File: src/rtl/pipe_skid_reg.sv
// rtl/pipe_skid_reg.sv - two-entry skid register stage with registered in_ready_o and optional stall counter (PIPE_SKID_STATS_EN)
module pipe_skid_reg #(
    parameter int PAYLOAD_W = 160,
    parameter int DEST_W    = 4,
    parameter int CNT_W     = 16
) (
    input  logic                 clk_i,
    input  logic                 rst_ni,
    input  logic                 in_valid_i,
    output logic                 in_ready_o,
    input  logic [PAYLOAD_W-1:0] in_data_i,
    input  logic [DEST_W-1:0]    in_dest_i,
    input  logic                 in_wen_i,
    input  logic                 flush_i,
    output logic                 out_valid_o,
    input  logic                 out_ready_i,
    output logic [PAYLOAD_W-1:0] out_data_o,
    output logic [DEST_W-1:0]    out_dest_o,
    output logic                 out_wen_o,
    output logic [1:0]           occ_o
`ifdef PIPE_SKID_STATS_EN
    ,
    output logic [CNT_W-1:0]     stall_cnt_o
`endif
);

    typedef enum logic [1:0] {
        EMPTY = 2'd0,
        ONE   = 2'd1,
        TWO   = 2'd2
    } state_t;

    state_t                 state;
    state_t                 stateNext;
    logic                   inReadyQ;
    logic [PAYLOAD_W-1:0]   mainData;
    logic [PAYLOAD_W-1:0]   skidData;
    logic [DEST_W-1:0]      mainDest;
    logic [DEST_W-1:0]      skidDest;
    logic                   mainWen;
    logic                   skidWen;
    logic                   inFire;
    logic                   outFire;
    logic                   loadMain;
    logic                   loadSkid;
    logic                   skidToMain;

    // A zero-width stall counter makes no sense; reject it at elaboration.
    if (CNT_W < 1) begin : gCntWidthCheck
        $error("pipe_skid_reg: CNT_W must be at least 1");
    end

    assign inFire      = in_valid_i & inReadyQ;
    assign outFire     = out_valid_o & out_ready_i;
    assign in_ready_o  = inReadyQ;
    assign out_valid_o = (state != EMPTY);
    assign occ_o       = state;
    assign out_data_o  = mainData;
    assign out_dest_o  = mainDest;
    assign out_wen_o   = mainWen & out_valid_o;

    // Next-state and entry-load decode; flush squashes every transition and load.
    always_comb begin
        stateNext  = state;
        loadMain   = 1'b0;
        loadSkid   = 1'b0;
        skidToMain = 1'b0;
        case (state)
            EMPTY: begin
                if (inFire) begin
                    loadMain  = 1'b1;
                    stateNext = ONE;
                end
            end
            ONE: begin
                if (inFire && outFire) begin
                    loadMain  = 1'b1;
                end else if (inFire) begin
                    loadSkid  = 1'b1;
                    stateNext = TWO;
                end else if (outFire) begin
                    stateNext = EMPTY;
                end
            end
            TWO: begin
                if (outFire) begin
                    skidToMain = 1'b1;
                    stateNext  = ONE;
                end
            end
            default: stateNext = EMPTY;
        endcase
        if (flush_i) begin
            stateNext  = EMPTY;
            loadMain   = 1'b0;
            loadSkid   = 1'b0;
            skidToMain = 1'b0;
        end
    end

    // State register; in_ready_o is precomputed so it never sees out_ready_i combinationally.
    always_ff @(posedge clk_i or negedge rst_ni) begin
        if (!rst_ni) begin
            state    <= EMPTY;
            inReadyQ <= 1'b1;
        end else begin
            state    <= stateNext;
            inReadyQ <= (stateNext != TWO);
        end
    end

    // Entry storage; contents persist when an entry empties, only occupancy gates use.
    always_ff @(posedge clk_i or negedge rst_ni) begin
        if (!rst_ni) begin
            mainData <= '0;
            mainDest <= '0;
            mainWen  <= 1'b0;
            skidData <= '0;
            skidDest <= '0;
            skidWen  <= 1'b0;
        end else begin
            if (loadMain) begin
                mainData <= in_data_i;
                mainDest <= in_dest_i;
                mainWen  <= in_wen_i;
            end else if (skidToMain) begin
                mainData <= skidData;
                mainDest <= skidDest;
                mainWen  <= skidWen;
            end
            if (loadSkid) begin
                skidData <= in_data_i;
                skidDest <= in_dest_i;
                skidWen  <= in_wen_i;
            end
        end
    end

`ifdef PIPE_SKID_STATS_EN
    logic [CNT_W-1:0] stallCnt;

    assign stall_cnt_o = stallCnt;

    // Count cycles where a bundle is held but downstream refuses it, saturating at all-ones.
    always_ff @(posedge clk_i or negedge rst_ni) begin
        if (!rst_ni) begin
            stallCnt <= '0;
        end else if (out_valid_o && !out_ready_i && (stallCnt != {CNT_W{1'b1}})) begin
            stallCnt <= stallCnt + CNT_W'(1);
        end
    end
`endif

endmodule

File: config.mk
export PLATFORM = sky130hd
export DESIGN_NAME = pipe_skid_reg
export DESIGN_NICKNAME = d
export VERILOG_FILES = /design/src/rtl/pipe_skid_reg.sv
export SDC_FILE = /design/constraint.sdc
export NUM_CORES = 1
export LEC_CHECK = 0
export ABC_AREA = 0
export CAP_MARGIN = 20
export CORE_AREA = 2 2 179 181
export DETAILED_ROUTE_END_ITERATION = 8
export DIE_AREA = 0 0 181 183
export HOLD_SLACK_MARGIN = 0.1
export PLACE_DENSITY_LB_ADDON = 0.1
export SETUP_SLACK_MARGIN = 0.05
export SLEW_MARGIN = 20
export SYNTH_ARGS = -nofsm -noshare
export SYNTH_HDL_FRONTEND = slang
export SYNTH_SLANG_ARGS = --single-unit
File: constraint.sdc
create_clock -name clk_i -period 4 [get_ports clk_i]
set_input_delay 1.2 -clock clk_i [delete_from_list [all_inputs] [get_ports clk_i]]
set_output_delay 1.2 -clock clk_i [all_outputs]
set_load 0.01 [all_outputs]
# Yosys cells after proc, flatten, opt, wreduce, memory -nomap -nowiden
# Cells that the tools add are included.
# word_totals
regBits	333
input_bits	170
# op_classes
eq_ne	3
muxes	23
bitwise_logic	3
reduce_logical	4
# ops
operator	count
$mux 160	2
$mux 2	6
$mux 1	11
$mux 4	2
$pmux 2 s3	1
$reduce_bool 2->1	2
$and 1x1->1	3
$eq 2x1->1 const B	1
$eq 2x2->1 const B	1
$logic_not 2->1	1
$ne 2x2->1 const B	1
$pmux 1 s2	1
$logic_and 1x1->1	1

# Depth between registers and ports, before layout
# logic_depth
depth_word	8
mapped_depth	7

# Worst setup path after synthesis
# No wires, ideal clock.
# synth_path
path_type	input to register
startpoint	in in_valid_i
endpoint	reg mainData[100], in the netlist out_data_o[100]
setup_ns	0.137
arrival_time_ns	2.359
slack_ns	1.504
path_stages	7
n_path_buf	3
cell_sequence	nand2_1 or4_1 clkbuf_1 buf_6 buf_6 mux2i_1 a21oi_1
# synth_via
elab_chain_len	6
word_cells_on_any_way	8
# synth_lines
item	line_no	rtl
from (decl)	9	input logic in_valid_i,
$and 1x1->1 (*)	53	assign inFire = in_valid_i & inReadyQ;
$logic_and 1x1->1	76	if (inFire && outFire) begin
$mux 1	76	
$pmux 1 s2 (*)	68	case (state)
$mux 1 (*)	93	if (flush_i) begin
$mux 160 or $reduce_bool 2->1 (tied branches)	n/a	
to (signal assigned)	123	mainData <= in_data_i;
to (signal assigned)	127	mainData <= skidData;
to (decl)	36	logic [PAYLOAD_W-1:0] mainData;
# Every way passes the cells marked *; elsewhere a longest branch is shown, timed or not.
# A chain may end at the register's enable or synchronous reset.

# Final worst setup path
# layout_path
startpoint	reg state[1], in the netlist occ_o[1]
endpoint	out out_wen_o
# layout_via
elab_chain_len	2
# layout_lines
item	line_no	rtl
from (decl)	33	state_t state;
from (signal assigned)	107	state <= stateNext;
$reduce_bool 2->1	56	assign out_valid_o = (state != EMPTY);
$and 1x1->1	60	assign out_wen_o = mainWen & out_valid_o;
to (decl)	19	output logic out_wen_o,
# Every way passes these cells.

==> results_dict.tcl <==
set metrics [dict create \
    setup_violations 0 \
    grt_max_degree 151 \
    postRouteAntennaNets 0 \
    rr_worst_depth 7 \
    cts_hold_buf 0 \
    worst_slack_ps 901 \
    vias_per_cell 5.05 \
    grt_util_all_layers_pct 19.4 \
    yosysTopAreaCell "dfrtp_1" \
    multi_input_area_um2 5100 \
    skew_ps 12.8 \
    antenna_found_initial 1 \
    drtPass1Iterations 4 \
    fillers 2583 \
    core-area_um2 31200 \
    final_cell_mix "clkdlybuf4s50_1 (337), dfrtp_1 (332), nor2_1 (166)" \
    setup_tns_ps 0 \
    rsz0062_at_grt "no" \
    clock_latency_ps 510 \
    cts_tree "built" \
    clock.fmax_mhz 323 \
    avgSynthCellArea_um2 12.8 \
    endpoint_kind "primary output" \
    drive_gt1_share_pct 17.5 \
    crit_type "reg2out" \
    drcViolationCount 0 \
    report.final.slew_viol_count 0 \
    cts_num_sinks 333 \
    syn_inst 1086 \
    totalPowerFinal_mw 10.9 \
    hold_depth 1 \
    setup.worst_path.start "occ_o[1]" \
    arrival_ps 1900 \
    post-route-period-util_pct 77.5 \
    fp-row-count 65 \
    synth_area_um2 13800 \
    worstMarginPinSlew_ps 727 \
    vias 9311 \
    maxCapViolCount 0 \
    area_delta_synth_final_pct 36.3 \
    min_from "skidData[27]" \
    synth_cell_types 26 \
    dpl_cell_area_um2 17700 \
    grt_pass1_vias 9435 \
    final_common_cell "clkdlybuf4s50_1" \
    layoutNonFillerInstCount 1842 \
    critPathLaunchType "flip-flop" \
    htreeDepth 2 \
    ys_ff_latch 333 \
    clockBufferDepth 3 \
    fin_area_um2 18900 \
    yosysSeqAreaShare_pct 60.2 \
    cts_root_buffer "clkbuf_16" \
    status "complete, no violations" \
    fin_crit_ps 3100 \
    grt_overflow 0 \
    p_leak_nw 8.83 \
    grt_pass1_wl_um 51400 \
    wl_per_cell_um 17.6 \
    path_max_fanout 9 \
    first_iter_violations 490 \
    maxSlewHeadroom_pct 51.5 \
    hp-class "reg2reg" \
    yosys-top-cells-area "dfrtp_1 (60%), mux2_2 (13%), mux2i_1 (12%)" \
    register_area_um2 8330 \
    whs_ps 502 \
    required_ps 2800 \
    netlist.area_leader.share_pct 60.0 \
    syn_nets 1256 \
    finish.utilization_pct 60.4 \
    ys_warn_count 0 \
    dp_hpwl_um 21600 \
    fin_nets 1586 \
    port_buffers 338 \
    dieArea_um2 33100 \
    pwr_density_cell_nw_per_um2 578 \
    initial_core_util_pct 44.3 \
    cts_setup_buffers 0 \
    cts-buffers-inserted 38 \
    ctsResizeCount 0 \
    wl_um 32500 \
    ir_drop_v 0.000373 \
    gp_congestion 0.772 \
    die_w_um 181 \
    placed_cells 1778 \
    place_ws_ps 542 \
    r2r-start "in_ready_o" \
    cts.clk_slew.worst_paths_ps 60 \
    hold_violations 0 \
    die_h_um 183 \
    io_pins 339 \
]
==> registers in the layout, summed over array words and instances, names as in the netlist <==
signal	flops
occ_o	2
out_data_o	160
mainWen	1
skidWen	1
out_dest_o	4
skidData	160
in_ready_o	1
skidDest	4
==> cells in the mapped netlist <==
cell type and count:
buf_2 32, or4_1 1, clkbuf_1 22, a21o_1 1, o21a_1 1, inv_1 1, a31oi_1 2, mux2i_1 165
buf_6 16, nand4bb_1 1, nand4b_1 1, nand3b_1 1, nor3_1 1, and2_1 1, or2_2 1, buf_1 3
or3b_2 1, nor2b_1 1, a21oi_1 165, mux2_2 165, o21ai_0 1, dfrtp_1 332, nand2_1 3, nand3_1 1
dfstp_2 1, nor2_1 166
==> worst paths after layout <==
kind / to / slack (ps)
max: out_wen_o / 900
min: skidData[27] / 500
min reg2reg: skidData[27] / 500
min in group asynchronous: skidData[14] / 650
max reg2reg: out_data_o[52] / 1740
max in group asynchronous: skidData[98] / 2350
==> cell families (layout without fill, tap and decap cells) <==
kind of cell | count (synthesis) | after routing | share of synthesized area, %
mux | 330 | 330 | 25.3
other cells | 0 | 1 | 0
flops | 333 | 333 | 60.2
simple gates | 179 | 179 | 5.11
compound gates | 170 | 170 | 6.20
buf+inv | 74 | 427 | 3.16
==> critical path, cell delays in order (launching register included) <==
cell             delay [ps]
dfrtp_1                 450
or2_2                   310
and2_1                  150
clkdlybuf4s50_1         470
==> per-layer routing <==
layer / global-route usage, % / wire length [um] / part of all wire [%]
met5: 0 / 13 / 0.040
met4: 4.36 / 524 / 1.6
met2: 31.5 / 15300 / 47
met3: 6.37 / 2610 / 8.0
met1: 25.5 / 14100 / 43
==> report_power, final <==
| part | internal (mW) | switching, mW |
|---|---|---|
| Sequential | 4.29 | 0.472 |
| Clock | 2.07 | 1.32 |
| Combinational | 1.63 | 1.13 |
| Total | 8.00 | 2.92 |
==> layout make-up <==
type / count / share of cell area (%)
clock inverter: 9 / 0.504
timing repair buffer: 363 / 19.7
multi-input combinational: 679 / 27.0
antenna: 1 / 0.0133
inverter: 1 / 0.0199
sequential: 333 / 44.1
tap: 402 / 2.66
clock buffer: 54 / 5.96
(Power assumes the default switching activity.)
